[config.mk]
export PLATFORM = sky130hd
export DESIGN_NAME = spart_mmio_bridge
export DESIGN_NICKNAME = d
export VERILOG_FILES = /design/src/rtl/spart_pkg.sv /design/src/rtl/spart_fifo.sv /design/src/rtl/spart_mmio_bridge.sv
export SDC_FILE = /design/constraint.sdc
export NUM_CORES = 1
export LEC_CHECK = 0
export CAP_MARGIN = 0
export CORE_ASPECT_RATIO = 1.75
export CORE_MARGIN = 2
export CORE_UTILIZATION = 45
export DETAILED_ROUTE_END_ITERATION = 12
export MAX_ROUTING_LAYER = met4
export PLACE_DENSITY = 0.75
export REMOVE_ABC_BUFFERS = 1
export SETUP_SLACK_MARGIN = 0.15
export SLEW_MARGIN = 25
export SYNTH_ARGS = -nofsm -noshare
export SYNTH_HDL_FRONTEND = slang
export SYNTH_HIERARCHICAL = 1
export SYNTH_SLANG_ARGS = --single-unit
[constraint.sdc]
create_clock -name clk -period 4 [get_ports clk]
set_input_delay 0.6 -clock clk [delete_from_list [all_inputs] [get_ports clk]]
set_output_delay 0.6 -clock clk [all_outputs]
set_load 0.05 [all_outputs]
[src/rtl/spart_pkg.sv]
// Shared constants and types for the SPART MMIO bridge.
// SPART_PARITY_EN adds the PARITY state to the serial FSM encoding.
package spart_pkg;

    localparam logic [1:0] REG_DATA   = 2'd0;
    localparam logic [1:0] REG_STATUS = 2'd1;
    localparam logic [1:0] REG_DIV    = 2'd2;
    localparam logic [1:0] REG_CTRL   = 2'd3;

    localparam int ST_TX_FULL  = 0;
    localparam int ST_TX_IDLE  = 1;
    localparam int ST_RX_EMPTY = 2;
    localparam int ST_RX_FULL  = 3;
    localparam int ST_OVERRUN  = 4;
    localparam int ST_FRAME    = 5;
    localparam int ST_PARITY   = 6;

    localparam int CTRL_RX_IE = 0;
    localparam int CTRL_TX_IE = 1;
    localparam int CTRL_LOOP  = 2;

    localparam logic [31:0] RD_EMPTY = 32'h8000_0000;

    typedef enum logic [2:0] {
        S_IDLE  = 3'd0,
        S_START = 3'd1,
        S_DATA  = 3'd2,
        S_STOP  = 3'd3
`ifdef SPART_PARITY_EN
        , S_PARITY = 3'd4
`endif
    } ser_state_e;

    // Accepted request, held through the ready cycle so its side effects land at the end of it.
    typedef struct packed {
        logic        wr;
        logic [1:0]  addr;
        logic [31:0] wdata;
        logic        pop;
        logic [2:0]  clr;
    } req_t;

endpackage

[src/rtl/spart_fifo.sv]
// Synchronous FIFO with first-word fall-through read; a pop frees a slot for a same-cycle push.
module spart_fifo #(
    parameter int DEPTH = 16,
    parameter int W     = 8,
    localparam int AW   = $clog2(DEPTH),
    localparam int CW   = AW + 1
) (
    input  logic          clk,
    input  logic          rst_ni,
    input  logic          push_i,
    input  logic [W-1:0]  wdata_i,
    input  logic          pop_i,
    output logic [W-1:0]  rdata_o,
    output logic          full_o,
    output logic          empty_o,
    output logic [CW-1:0] count_o
);
    logic [W-1:0]  mem_q [DEPTH];
    logic [AW-1:0] wptr_q, rptr_q;
    logic [CW-1:0] cnt_q;
    logic          do_push, do_pop;

    assign empty_o = (cnt_q == '0);
    assign full_o  = (cnt_q == CW'(DEPTH));
    assign do_pop  = pop_i && !empty_o;
    assign do_push = push_i && (!full_o || do_pop);
    assign rdata_o = mem_q[rptr_q];
    assign count_o = cnt_q;

    always_ff @(posedge clk or negedge rst_ni) begin
        if (!rst_ni) begin
            wptr_q <= '0;
            rptr_q <= '0;
            cnt_q  <= '0;
        end else begin
            if (do_push) wptr_q <= wptr_q + 1'b1;
            if (do_pop)  rptr_q <= rptr_q + 1'b1;
            if (do_push != do_pop) cnt_q <= do_push ? cnt_q + 1'b1 : cnt_q - 1'b1;
        end
    end

    always_ff @(posedge clk) begin
        if (do_push) mem_q[wptr_q] <= wdata_i;
    end

endmodule

[src/rtl/spart_mmio_bridge.sv]
// Memory-mapped SPART: request handshake, TX/RX FIFOs, x16 baud generator, serial TX/RX.
// Define SPART_PARITY_EN for an even parity bit after the data bits in both directions.
module spart_mmio_bridge
    import spart_pkg::*;
#(
    parameter int TX_DEPTH  = 16,
    parameter int RX_DEPTH  = 16,
    parameter int DIV_W     = 16,
    parameter int DIV_RESET = 27
) (
    input  logic        clk,
    input  logic        rst,
    input  logic        io_rw_data,
    input  logic        io_valid_data,
    output logic        io_ready_data,
    input  logic [27:0] mem_addr,
    input  logic [31:0] io_wr_data,
    output logic [31:0] io_rd_data,
    input  logic        rxd,
    output logic        txd,
    output logic        irq
);
    localparam int TCW = $clog2(TX_DEPTH) + 1;
    localparam int RCW = $clog2(RX_DEPTH) + 1;

    logic             tick, accept, tx_push, rx_pop, div_wr, ctrl_wr;
    logic [DIV_W-1:0] div_q, bcnt_q;
    logic [2:0]       ctrl_q, clr;
    logic             rdy_q, irq_q, ovr_q, fe_q, pe_q, ovr_set, fe_set, pe_set;
    logic [31:0]      rdata_q, rdata_d, status;
    req_t             req_q, req_d;
    logic             tx_full, tx_empty, tx_pop, rx_full, rx_empty, rx_push;
    logic [7:0]       tx_rdata, rx_rdata;
    logic [TCW-1:0]   tx_cnt;
    logic [RCW-1:0]   rx_cnt;
    ser_state_e       tx_st_q, tx_st_d, rx_st_q, rx_st_d;
    logic [3:0]       tx_tc_q, tx_tc_d, rx_tc_q, rx_tc_d;
    logic [2:0]       tx_bc_q, tx_bc_d, rx_bc_q, rx_bc_d;
    logic [7:0]       tx_sh_q, tx_sh_d, rx_sh_q, rx_sh_d;
    logic             tx_par_q, tx_par_d, rx_par_q, rx_par_d, txd_q, txd_d, tx_idle, tx_end;
    logic [1:0]       rx_sync_q;
    logic             rx_prev_q, rx_s, rx_samp, rx_done;
    logic             unused_ok;

    assign unused_ok = ^{mem_addr[27:2], req_q.wdata, tx_par_q, rx_par_q};

    // A DATA write into a full TX FIFO is simply not accepted until a slot frees.
    assign accept  = io_valid_data && !rdy_q &&
                     !(io_rw_data && mem_addr[1:0] == REG_DATA && tx_full);
    assign tx_push = rdy_q && req_q.wr && req_q.addr == REG_DATA;
    assign div_wr  = rdy_q && req_q.wr && req_q.addr == REG_DIV;
    assign ctrl_wr = rdy_q && req_q.wr && req_q.addr == REG_CTRL;
    assign rx_pop  = rdy_q && req_q.pop;
    assign clr     = rdy_q ? req_q.clr : 3'b000;
    assign tick    = (bcnt_q == '0);
    assign tx_idle = (tx_st_q == S_IDLE) && tx_empty;

    always_comb begin
        status              = '0;
        status[ST_TX_FULL]  = tx_full;
        status[ST_TX_IDLE]  = tx_idle;
        status[ST_RX_EMPTY] = rx_empty;
        status[ST_RX_FULL]  = rx_full;
        status[ST_OVERRUN]  = ovr_q;
        status[ST_FRAME]    = fe_q;
        status[ST_PARITY]   = pe_q;
        status[15:8]        = 8'(rx_cnt);
        status[23:16]       = 8'(tx_cnt);
    end

    // Sticky bits are cleared only where the returned value actually showed them.
    always_comb begin
        rdata_d     = '0;
        req_d       = '0;
        req_d.wr    = io_rw_data;
        req_d.addr  = mem_addr[1:0];
        req_d.wdata = io_wr_data;
        if (!io_rw_data) begin
            case (mem_addr[1:0])
                REG_DATA: begin
                    rdata_d   = rx_empty ? RD_EMPTY : {24'b0, rx_rdata};
                    req_d.pop = !rx_empty;
                end
                REG_STATUS: begin
                    rdata_d   = status;
                    req_d.clr = status[ST_PARITY:ST_OVERRUN];
                end
                REG_DIV: rdata_d = 32'(div_q);
                default: rdata_d = {29'b0, ctrl_q};
            endcase
        end
    end

    always_ff @(posedge clk or negedge rst) begin
        if (!rst) begin
            rdy_q   <= 1'b0;
            rdata_q <= '0;
            req_q   <= '0;
            div_q   <= DIV_W'(DIV_RESET);
            bcnt_q  <= DIV_W'(DIV_RESET);
            ctrl_q  <= '0;
            ovr_q   <= 1'b0;
            fe_q    <= 1'b0;
            pe_q    <= 1'b0;
            irq_q   <= 1'b0;
        end else begin
            rdy_q <= accept;
            if (accept) begin
                rdata_q <= rdata_d;
                req_q   <= req_d;
            end
            if (div_wr) begin
                div_q  <= req_q.wdata[DIV_W-1:0];
                bcnt_q <= req_q.wdata[DIV_W-1:0];
            end else if (tick) begin
                bcnt_q <= div_q;
            end else begin
                bcnt_q <= bcnt_q - 1'b1;
            end
            if (ctrl_wr) ctrl_q <= req_q.wdata[2:0];
            ovr_q <= ovr_set | (ovr_q & ~clr[0]);
            fe_q  <= fe_set  | (fe_q  & ~clr[1]);
            pe_q  <= pe_set  | (pe_q  & ~clr[2]);
            irq_q <= (ctrl_q[CTRL_RX_IE] & ~rx_empty) | (ctrl_q[CTRL_TX_IE] & tx_idle);
        end
    end

    spart_fifo #(.DEPTH(TX_DEPTH), .W(8)) u_tx_fifo (
        .clk(clk), .rst_ni(rst), .push_i(tx_push), .wdata_i(req_q.wdata[7:0]),
        .pop_i(tx_pop), .rdata_o(tx_rdata), .full_o(tx_full), .empty_o(tx_empty), .count_o(tx_cnt)
    );

    spart_fifo #(.DEPTH(RX_DEPTH), .W(8)) u_rx_fifo (
        .clk(clk), .rst_ni(rst), .push_i(rx_push), .wdata_i(rx_sh_q),
        .pop_i(rx_pop), .rdata_o(rx_rdata), .full_o(rx_full), .empty_o(rx_empty), .count_o(rx_cnt)
    );

    always_ff @(posedge clk or negedge rst) begin
        if (!rst) begin
            tx_st_q  <= S_IDLE;
            tx_tc_q  <= '0;
            tx_bc_q  <= '0;
            tx_sh_q  <= '0;
            tx_par_q <= 1'b0;
            txd_q    <= 1'b1;
        end else begin
            tx_st_q  <= tx_st_d;
            tx_tc_q  <= tx_tc_d;
            tx_bc_q  <= tx_bc_d;
            tx_sh_q  <= tx_sh_d;
            tx_par_q <= tx_par_d;
            txd_q    <= txd_d;
        end
    end

    always_comb begin
        tx_st_d  = tx_st_q;
        tx_tc_d  = tick ? tx_tc_q + 4'd1 : tx_tc_q;
        tx_bc_d  = tx_bc_q;
        tx_sh_d  = tx_sh_q;
        tx_par_d = tx_par_q;
        tx_end   = tick && (tx_tc_q == 4'd15);
        case (tx_st_q)
            S_IDLE: if (!tx_empty) begin
                tx_st_d  = S_START;
                tx_tc_d  = '0;
                tx_bc_d  = '0;
                tx_sh_d  = tx_rdata;
                tx_par_d = ^tx_rdata;
            end
            S_START: if (tx_end) tx_st_d = S_DATA;
            S_DATA: if (tx_end) begin
                tx_sh_d = {1'b0, tx_sh_q[7:1]};
                tx_bc_d = tx_bc_q + 3'd1;
`ifdef SPART_PARITY_EN
                if (tx_bc_q == 3'd7) tx_st_d = S_PARITY;
`else
                if (tx_bc_q == 3'd7) tx_st_d = S_STOP;
`endif
            end
`ifdef SPART_PARITY_EN
            S_PARITY: if (tx_end) tx_st_d = S_STOP;
`endif
            S_STOP: if (tx_end) tx_st_d = S_IDLE;
            default: tx_st_d = S_IDLE;
        endcase
    end

    // txd is registered from the next state so the pin never glitches.
    always_comb begin
        tx_pop = (tx_st_q == S_IDLE) && !tx_empty;
        case (tx_st_d)
            S_START:  txd_d = 1'b0;
            S_DATA:   txd_d = tx_sh_d[0];
`ifdef SPART_PARITY_EN
            S_PARITY: txd_d = tx_par_d;
`endif
            default:  txd_d = 1'b1;
        endcase
    end

    assign rx_s = rx_sync_q[1];

    always_ff @(posedge clk or negedge rst) begin
        if (!rst) begin
            rx_sync_q <= 2'b11;
            rx_prev_q <= 1'b1;
            rx_st_q   <= S_IDLE;
            rx_tc_q   <= '0;
            rx_bc_q   <= '0;
            rx_sh_q   <= '0;
            rx_par_q  <= 1'b0;
        end else begin
            rx_sync_q <= {rx_sync_q[0], ctrl_q[CTRL_LOOP] ? txd_q : rxd};
            rx_prev_q <= rx_s;
            rx_st_q   <= rx_st_d;
            rx_tc_q   <= rx_tc_d;
            rx_bc_q   <= rx_bc_d;
            rx_sh_q   <= rx_sh_d;
            rx_par_q  <= rx_par_d;
        end
    end

    // Start bit is re-checked half a bit in; every later sample lands mid-bit, 16 ticks on.
    always_comb begin
        rx_st_d  = rx_st_q;
        rx_tc_d  = tick ? rx_tc_q + 4'd1 : rx_tc_q;
        rx_bc_d  = rx_bc_q;
        rx_sh_d  = rx_sh_q;
        rx_par_d = rx_par_q;
        case (rx_st_q)
            S_IDLE: if (rx_prev_q && !rx_s) begin
                rx_st_d = S_START;
                rx_tc_d = '0;
            end
            S_START: if (rx_samp) begin
                rx_st_d = rx_s ? S_IDLE : S_DATA;
                rx_tc_d = '0;
                rx_bc_d = '0;
            end
            S_DATA: if (rx_samp) begin
                rx_sh_d = {rx_s, rx_sh_q[7:1]};
                rx_bc_d = rx_bc_q + 3'd1;
`ifdef SPART_PARITY_EN
                if (rx_bc_q == 3'd7) rx_st_d = S_PARITY;
`else
                if (rx_bc_q == 3'd7) rx_st_d = S_STOP;
`endif
            end
`ifdef SPART_PARITY_EN
            S_PARITY: if (rx_samp) begin
                rx_par_d = rx_s;
                rx_st_d  = S_STOP;
            end
`endif
            S_STOP: if (rx_samp) rx_st_d = S_IDLE;
            default: rx_st_d = S_IDLE;
        endcase
    end

    always_comb begin
        rx_samp = tick && (rx_tc_q == ((rx_st_q == S_START) ? 4'd7 : 4'd15));
        rx_done = (rx_st_q == S_STOP) && rx_samp;
        fe_set  = rx_done && !rx_s;
        ovr_set = rx_done && rx_s && rx_full && !rx_pop;
        rx_push = rx_done && rx_s && !ovr_set;
`ifdef SPART_PARITY_EN
        pe_set  = rx_done && rx_s && (rx_par_q != ^rx_sh_q);
`else
        pe_set  = 1'b0;
`endif
    end

    assign io_ready_data = rdy_q;
    assign io_rd_data    = rdata_q;
    assign txd           = txd_q;
    assign irq           = irq_q;

endmodule

==> flow_summary.toml <==
[die]
initial_core_util = 0.457
core_um2 = 37800
io_pins = 100
die_width_um = 152
num_rows = 94
die_area_um2 = 40000
die_h_um = 263

[timing]
fin_crit_sh = 0.918
fmax_ghz = 0.272
min_period_ns = 3.67
drv_slew = 0
grt_setup_unrepaired = "yes"
final.setup_skew_ns = 0.0225
tightest_slew_ns = 1.08
setup_tns_ns = 0
finalSetupViolCount = 0
finalHoldViolations = 0
timing.final.ws_setup_ns = 0.330
hold_ws_ns = 0.113
slew_headroom = 0.278

[clock_tree]
hold_buffers = 0
path_clk_slew_ns = 0.07
cts_tree = "yes"
numCtsBuffers = 37
clockRootBuffer = "clkbuf_16"
ctsLongestPathBuffers = 3
clock-sinks = 406
htree_levels = 2
clk_latency_ns = 0.54

[worst_setup_path]
crit_type = "flip-flop to flip-flop"
r2r_end = "u_rx_fifo/count_o[4]$_DFFE_PN0P_"
cp-startpoint = "bcnt_q[0]$_DFF_PN1_"
critPathTopFamily = "compound AO/OA/AOI/OAI gates"
endpoint_kind = "flip-flop"
crit_path_max_fanout = 6
reg2reg_from = "bcnt_q[0]$_DFF_PN1_"
max_stage_delay_ns = 0.44
crit_slowest_cell = "fa_1"
crit_required_ns = 4.42
cp_cell_sequence = "inv_1 -> ha_1 -> nor2b_1 -> nand3_1 -> nor4_4 -> a21boi_1 -> nand2_2 -> fa_1 -> a21o_1 -> a21oi_1 -> mux2_2 -> a211o_1"
crit_buf_inv = 1
worstSetupStartpointType = "flip-flop"
rr_worst_depth = 12
arrival_ns = 4.09
r2r_slack_ns = 0.33
crit_cells = 12

[route]
vias = 10200
wire_per_inst_um = 22.1
firstDrtPassIters = 5
drtAntennaViolNets = 0
drc = 0
routed_via_density = 5.78
wl_um = 39000
drtIter0Drc = 746

[synth]
synth_area_leaders = "edfxtp_1 (45%), dfrtp_1 (20%), mux4_2 (8.5%), nand2_1 (4.4%), dfstp_2 (1.8%)"
yosys_warnings = 6
synth_top_area_cell = "edfxtp_1"
async_reset_ff_frac = 0.369
synth_area_um2 = 17300
synth_top_cell_area_share = 0.445
ys_ff_latch = 406
synth_cells = 1190
ys_types = 70
synth_enable_flop_cells = 256
avgSynthCellArea_um2 = 14.5
synth_seq_area_share = 0.664
synth-main-ff-cell = "edfxtp_1"

[global_routing]
grt_pass1_vias = 10600
grt_remaining_overflow = 0
antenna_found_initial = 0
grt_max_degree = 90
grt_use_total = 0.200
grt_pass1_wl_um = 60300

[placement]
placed_area_um2 = 18400
gp_congestion = 0.866
io_buffers = 47
dp.cells = 1698
hpwl_um = 27200
pre_cts_slack_ns = 0.121

[pwr]
power.density_nw_per_um2 = 558
leakagePower_uw = 0.00706
ir_drop_uv = 464

[outcome]
status = "finished clean"

[flow_run]
cap_violations = 0

[final_layout]
syn_to_final_growth_pct = 13.6
nFillCells = 3045
antennaDiodeCount = 0
drive_gt1_frac = 0.170
finalInstanceArea_um2 = 19600
layoutNonFillerInstCount = 1766
fin_nets = 1347

[hold_path]
hold_path.class = "input port to async pin"
-- flip-flops by register name, indices dropped and copies added, names as in the netlist, 8 cells and up --
register         count
req_q               23
bcnt_q              16
u_rx_fifo/mem_q    128
tx_sh_q              8
div_q               16
io_rd_data          22
u_tx_fifo/mem_q    128
rx_sh_q              8
-- metrics by stage --
stage / util / power, µW
4_1_cts: 0.519 / 11000
5_1_grt: 0.519 / 11400
2_1_floorplan: - / 6720
3_3_place_gp: 0.486 / 7360
6_report: 0.519 / 10900
3_5_place_dp: 0.486 / 7440
-- per-layer routing --
metal  vias up  share of wire  track usage
met2       311           0.56        0.371
li1       4585              -            -
met4         0          0.056        0.105
met5         -              0            -
met3       110          0.040       0.0255
met1      5196           0.34        0.203
-- cell families (layout without fill, tap and decap cells) --
family / Yosys count / after routing / share of synthesized area
AO/OA/AOI/OAI: 157 / 157 / 0.0644
XOR/XNOR: 33 / 33 / 0.0167
adder cells (fa/ha/maj): 25 / 25 / 0.0190
buffers and inverters: 84 / 170 / 0.0219
flip-flops: 406 / 406 / 0.664
multiplexers: 92 / 92 / 0.104
other: 1 / 11 / 0.000217
AND/OR/NAND/NOR: 392 / 392 / 0.110
-- Yosys cell counts (all sizes together) (12+ instances only) --
master,instances
nand2b,12
and2,12
nor2,42
nor3,23
buf,32
nand3,32
nor2b,14
dfstp,12
edfxtp,256
o21ai,29
ha,23
mux4,65
clkbuf,36
inv,15
dfrtp,138
mux2,24
xnor2,21
and3,15
xor2,12
nand2,202
a21oi,27
a22oi,42
-- where the power goes --
| group | total [µW] | internal [µW] | switching, µW |
|---|---|---|---|
| clock network | 3560 | 2070 | 1490 |
| logic | 1970 | 903 | 1070 |
| registers | 5400 | 4890 | 513 |
| total | 10900 | 7860 | 3070 |
-- what timing repair did --
action                                  4_1_cts  5_1_grt
hold endpoints to repair                      0        0
setup buffers                                 0        0
resized for setup                             1        5
endpoints found under the setup margin        1        2
-- worst max path at each step --
stage | endpoint | slack (ns)
6_report | u_rx_fifo/count_o[4]$_DFFE_PN0P_ | 0.33
4_1_cts | u_rx_fifo/count_o[4]$_DFFE_PN0P_ | 0.21
3_5_place_dp | u_rx_fifo/count_o[4]$_DFFE_PN0P_ | 0.12
5_1_grt | u_rx_fifo/count_o[4]$_DFFE_PN0P_ | 0.16
3_3_place_gp | u_rx_fifo/count_o[4]$_DFFE_PN0P_ | 0.15
2_1_floorplan | u_tx_fifo/count_o[4]$_DFFE_PN0P_ | -0.78
-- area by class of cell --
cell class / count / area, µm² / share of cell area
well taps: 480 / 601 / 0.0306
flip-flops and latches: 406 / 11500 / 0.585
repair buffers: 86 / 764 / 0.0390
inverters: 16 / 60.1 / 0.00306
multi-input cells: 710 / 5500 / 0.281
clock buffers: 56 / 1080 / 0.0553
clock inverters: 12 / 136 / 0.00696
-- cells in the final DEF, fill, tap and decap left out, types with 14 or more instances in the layout --
cell type,synthesis,final
nor2b_1,14,14
o21ai_0,29,29
clkbuf_16,0,39
xnor2_1,21,21
nor2_1,42,42
a21oi_1,27,27
dfrtp_1,138,135
a22oi_1,42,42
nor3_1,22,22
nand2_1,202,199
edfxtp_1,256,256
and3_1,15,15
nand3_1,32,32
mux2_2,15,15
ha_1,23,23
inv_1,15,15
clkdlybuf4s50_1,0,46
mux4_2,65,65
buf_4,11,39
(Power assumes the default switching activity.)
